### src/rtl/wfg_stim_sine_mc_wishbone_reg.sv
// Wishbone register block for a multi-channel sine stimulus: per-channel CTRL/INC/GAIN/OFFSET with
// shadowed commit. Define WFG_STIM_SINE_MC_ERR_EN to add wbs_err_o for unmapped / illegal accesses.
module wfg_stim_sine_mc_wishbone_reg #(
    parameter int BUSW = 32,
    parameter int NCH  = 4
) (
    input  logic              wb_clk_i,
    input  logic              wb_rst_i,
    input  logic              wbs_stb_i,
    input  logic              wbs_cyc_i,
    input  logic              wbs_we_i,
    input  logic [BUSW/8-1:0] wbs_sel_i,
    input  logic [BUSW-1:0]   wbs_dat_i,
    input  logic [BUSW-1:0]   wbs_adr_i,
    output logic              wbs_ack_o,
    output logic [BUSW-1:0]   wbs_dat_o,
`ifdef WFG_STIM_SINE_MC_ERR_EN
    output logic              wbs_err_o,
`endif
    output logic [NCH-1:0]    ctrl_en_q_o,
    output logic [NCH*16-1:0] inc_val_q_o,
    output logic [NCH*16-1:0] gain_val_q_o,
    output logic [NCH*18-1:0] offset_val_q_o,
    output logic [NCH-1:0]    update_o
);
    localparam int AW = BUSW - 2;
    localparam logic [15:0] INC_RST  = 16'h1000;
    localparam logic [15:0] GAIN_RST = 16'h4000;

    logic [AW-1:0]   wadr;
    logic            is_ch, is_commit, is_status, mapped, accept, err_cond;
    logic            ack_q, err_q;
    logic [BUSW-1:0] dat_q, rd_data;
    logic [NCH-1:0]  hit, en_q, pending, update_q;
    logic [15:0]     inc_sh [NCH], gain_sh [NCH], inc_act [NCH], gain_act [NCH];
    logic [17:0]     off_sh [NCH], off_act [NCH];

    function automatic logic [BUSW-1:0] merge(input logic [BUSW-1:0] old,
                                              input logic [BUSW-1:0] d,
                                              input logic [BUSW/8-1:0] s);
        logic [BUSW-1:0] r;
        r = old;
        for (int b = 0; b < BUSW/8; b++)
            if (s[b]) r[b*8 +: 8] = d[b*8 +: 8];
        return r;
    endfunction

    assign wadr      = wbs_adr_i[BUSW-1:2];
    assign is_ch     = wadr < AW'(NCH*4);
    assign is_commit = wadr == AW'(NCH*4);
    assign is_status = wadr == AW'(NCH*4 + 1);
    assign mapped    = is_ch | is_commit | is_status;
    assign accept    = wbs_stb_i & wbs_cyc_i & ~ack_q & ~err_q;

`ifdef WFG_STIM_SINE_MC_ERR_EN
    assign err_cond  = ~mapped | (is_status & wbs_we_i);
    assign wbs_err_o = err_q & ~wb_rst_i;
`else
    assign err_cond  = 1'b0;
`endif

    always_comb begin
        rd_data = '0;
        hit     = '0;
        for (int c = 0; c < NCH; c++) begin
            hit[c] = is_ch && (wadr[4:2] == 3'(c));
            if (hit[c]) begin
                case (wadr[1:0])
                    2'd0:    rd_data = BUSW'(en_q[c]);
                    2'd1:    rd_data = BUSW'(inc_sh[c]);
                    2'd2:    rd_data = BUSW'(gain_sh[c]);
                    default: rd_data = BUSW'(off_sh[c]);
                endcase
            end
        end
        if (is_status) rd_data = BUSW'(pending);
    end

    always_ff @(posedge wb_clk_i) begin
        if (wb_rst_i) begin
            ack_q    <= 1'b0;
            err_q    <= 1'b0;
            dat_q    <= '0;
            en_q     <= '0;
            pending  <= '0;
            update_q <= '0;
            for (int c = 0; c < NCH; c++) begin
                inc_sh[c]  <= INC_RST;
                inc_act[c] <= INC_RST;
                gain_sh[c] <= GAIN_RST;
                gain_act[c] <= GAIN_RST;
                off_sh[c]  <= '0;
                off_act[c] <= '0;
            end
        end else begin
            ack_q    <= accept & ~err_cond;
            err_q    <= accept & err_cond;
            dat_q    <= (accept & ~wbs_we_i & ~err_cond) ? rd_data : '0;
            update_q <= '0;
            if (accept & wbs_we_i) begin
                for (int c = 0; c < NCH; c++) begin
                    if (hit[c]) begin
                        case (wadr[1:0])
                            2'd0: if (wbs_sel_i[0]) en_q[c] <= wbs_dat_i[0];
                            2'd1: inc_sh[c]  <= 16'(merge(BUSW'(inc_sh[c]), wbs_dat_i, wbs_sel_i));
                            2'd2: gain_sh[c] <= 16'(merge(BUSW'(gain_sh[c]), wbs_dat_i, wbs_sel_i));
                            default: off_sh[c] <= 18'(merge(BUSW'(off_sh[c]), wbs_dat_i, wbs_sel_i));
                        endcase
                        if (wadr[1:0] != 2'd0) pending[c] <= 1'b1;
                    end
                    // Commit only moves channels that actually have a pending shadow.
                    if (is_commit && wbs_sel_i[0] && wbs_dat_i[c] && pending[c]) begin
                        inc_act[c]  <= inc_sh[c];
                        gain_act[c] <= gain_sh[c];
                        off_act[c]  <= off_sh[c];
                        update_q[c] <= 1'b1;
                        pending[c]  <= 1'b0;
                    end
                end
            end
        end
    end

    // Gate with reset so a transaction accepted just before reset is never acknowledged.
    assign wbs_ack_o   = ack_q & ~wb_rst_i;
    assign wbs_dat_o   = wbs_ack_o ? dat_q : '0;
    assign update_o    = update_q & {NCH{~wb_rst_i}};
    assign ctrl_en_q_o = en_q;

    always_comb begin
        inc_val_q_o    = '0;
        gain_val_q_o   = '0;
        offset_val_q_o = '0;
        for (int c = 0; c < NCH; c++) begin
            inc_val_q_o[c*16 +: 16]    = inc_act[c];
            gain_val_q_o[c*16 +: 16]   = gain_act[c];
            offset_val_q_o[c*18 +: 18] = off_act[c];
        end
    end
endmodule

### config.mk
export PLATFORM = sky130hd
export DESIGN_NAME = wfg_stim_sine_mc_wishbone_reg
export DESIGN_NICKNAME = d
export VERILOG_FILES = /design/src/rtl/wfg_stim_sine_mc_wishbone_reg.sv
export SDC_FILE = /design/constraint.sdc
export NUM_CORES = 1
export LEC_CHECK = 0
export CAP_MARGIN = 20
export CELL_PAD_IN_SITES_DETAIL_PLACEMENT = 0
export CELL_PAD_IN_SITES_GLOBAL_PLACEMENT = 1
export CORE_ASPECT_RATIO = 2
export CORE_MARGIN = 5
export CORE_UTILIZATION = 25
export DETAILED_ROUTE_END_ITERATION = 10
export PLACE_DENSITY_LB_ADDON = 0.1
export SYNTH_ARGS = -nofsm -noshare
export SYNTH_HDL_FRONTEND = slang
export SYNTH_SLANG_ARGS = --single-unit
### constraint.sdc
create_clock -name wb_clk_i -period 24.9 [get_ports wb_clk_i]
set_clock_uncertainty 0.1 [all_clocks]
set_input_delay 3.735 -clock wb_clk_i [delete_from_list [all_inputs] [get_ports wb_clk_i]]
set_output_delay 3.735 -clock wb_clk_i [all_outputs]
set_load 0.02 [all_outputs]
==> reports/qor.csv <==
stage,metric,value,unit
job,drv_cap,0,
drt,vias_per_cell,4.83,
layout,final_cell_mix,"edfxtp_1 (400), clkdlybuf4s50_1 (279), and2_1 (163)",
worst_setup_path,cp_data_arrival_time,5.68,ns
cts,cts_buffer_depth,3,
cts,cts_num_sinks,431,
die,row_count,141,
pwr,finalPower,1.60,mW
placement,placed_cell_area,0.0224,sq mm
placement,post-place-ws,15.29,ns
grt,grt_overflow,0,
grt,grt_max_degree,95,
cts,cts_root_buf,clkbuf_16,
sta,finalSetupViolCount,0,
cts,clk_pin_slew_worst_paths,0.07,ns
drt,drc,0,
cts,cts_tree,built,
die,core_area,0.0741,sq mm
cts,cts_made_buffers,42,
die,die_x,203,um
grt,grt_util_all_layers,0.173,
grt,grt_pass1_wl,99700,um
drt,finalWirelength,72000,um
yosys,synth_top_area_frac,0.643,
worst_setup_path,critical_path_class,in2out,
worst_setup_path,crit_required,21.06,ns
sta,fin_setup_tns,0,ns
worst_setup_path,r2r_slack,21.51,ns
yosys,ys_ff_latch,431,
placement,dp_cells,2488,
layout,drive_gt1_frac,0.117,
pwr,power_density,67.1,mW/mm^2
cts,hold_buffers,0,
sta,fmax,0.105,GHz
yosys,synth_flop_cell,edfxtp_1,
yosys,synth_warnings,0,
yosys,ys_seq_area_frac,0.676,
yosys,yosysUniqueCellTypes,54,
layout,final_cells,2568,
die,start_util,0.252,
drt,drtIter0Drc,724,
layout,ff_latch_area,0.0126,sq mm
die,num_io_pins,314,
sta,fin_crit_sh,0.382,
yosys,yosys-top-cells-area,"edfxtp_1 (64%), and2_1 (5.5%), and3_1 (4.8%)",
yosys,synthArstFlopShare,0,
sta,layout_setup_ws,15.39,ns
drt,first_pass_iters,5,
sta,maxSlewViolCount,0,
layout,mostFrequentLayoutCell,edfxtp_1,
cts,clk_latency,0.58,ns
yosys,syn_area_per_cell,13.6,sq um
die,die_h,397,um
drt,avgRoutedWirePerCell,28.1,um
placement,gp_congestion,0.793,
pwr,p_leak,8.94,nW
layout,multi_input_area,0.00530,sq mm
cts,cts_max_level,2,
sta,final-hold-violation-count,0,
drt,vias,12400,
sta,maxSlewHeadroom,0.271,
layout,fin_util,0.321,
worst_setup_path,end_kind,primary output,
yosys,synth_top_area_cell,edfxtp_1,
layout,layout.nets,1677,
cts,cts.repair.resized,0,
cts,postCtsSetupBuffers,0,
grt,antenna_found_initial,8,
die,die_area,0.0806,sq mm
layout,fillCellCount,7417,
yosys,synth_cells,1378,
drt,detail-route-antenna-nets,0,
pwr,peakVddDrop,0.0378,mV
layout,stdcell_area,0.0238,sq mm
layout,area_delta_synth_final,27.5,%
sta,worst_pin_slew,1.09,ns
placement,port_buffers,282,
grt,grt_pass1_vias,13100,
sta,rsz0062_at_grt,no,
outcome,outcome,"complete, no violations",
sta,fin_crit,9.51,ns
yosys,synth-edff-count,400,
min_path,holdCritPathClass,reg2reg,
sta,hold_ws,0.415,ns
worst_setup_path,start_kind,input pin,
placement,hpwl,50500,um
yosys,netlist_area,0.0187,sq mm
worst_setup_path,crit_fanout,11,
## synth_stat cells (all sizes together), types with 7 or more instances
| master | number |
|---|---|
| clkbuf | 114 |
| mux2 | 54 |
| and3 | 144 |
| edfxtp | 400 |
| dfxtp | 31 |
| inv | 60 |
| nor2 | 12 |
| and2 | 163 |
| o21ai | 9 |
| nor4 | 54 |
| or3 | 9 |
| nor2b | 7 |
| a221oi | 27 |
| a21oi | 34 |
| nand2 | 11 |
| o211a | 12 |
| a22oi | 24 |
| nand4 | 11 |
| mux2i | 7 |
| nor3 | 69 |
| nand2b | 9 |
| buf | 32 |
| a21o | 31 |
## power breakdown
part,switching [mW],internal [mW]
Sequential,0.00975,0.807
Clock,0.290,0.375
Combinational,0.0759,0.0396
## sequential cells by signal, indices dropped and copies added (netlist names)
name,cells
ack_q,1
ctrl_en_q_o,4
dat_q,18
gain_act,64
gain_sh,64
inc_act,64
inc_sh,64
off_act,72
off_sh,72
pending,4
update_q,4
## cell families after synthesis
family / count (synthesis) / synth area share
AOI/OAI and AO/OA: 166 / 0.0663
DFF: 431 / 0.676
and+or+nand+nor: 509 / 0.170
muxes: 64 / 0.0399
other: 1 / 0.000201
buffers and inverters: 207 / 0.0475
## path summary, 6_finish.rpt
path / startpoint / endpoint / cells past startpoint
hold reg to reg: off_sh[3][17] / dat_q[17] / 2
setup / recovery: wb_rst_i / wbs_dat_o[2] / 5
setup reg to reg: ack_q / off_sh[2][8] / 7
hold / removal: off_sh[3][17] / dat_q[17] / 2
## cell type report
cell class / instances / area share
well taps: 929 / 0.0488
inverters: 61 / 0.00961
clock inverters: 21 / 0.00736
multi-input cells: 753 / 0.222
clock buffers: 55 / 0.0510
flip-flops and latches: 431 / 0.530
repair buffers: 315 / 0.130
diodes: 3 / 0.000315
## critical path: stages
cell             delay (ns)
buf_2                  0.12
nor2b_1                0.66
buf_4                  0.36
and2_1                 0.15
clkdlybuf4s50_1        0.63
## per-layer routing
| metal | global-route usage | up-vias | share of wire |
|---|---|---|---|
| met5 | 0 | - | 0.00018 |
| met3 | 0.0277 | 98 | 0.050 |
| met1 | 0.195 | 6214 | 0.37 |
| li1 | - | 5599 | - |
| met2 | 0.325 | 478 | 0.54 |
| met4 | 0.0628 | 2 | 0.036 |
No activity file was read; power rests on OpenSTA's default activity.
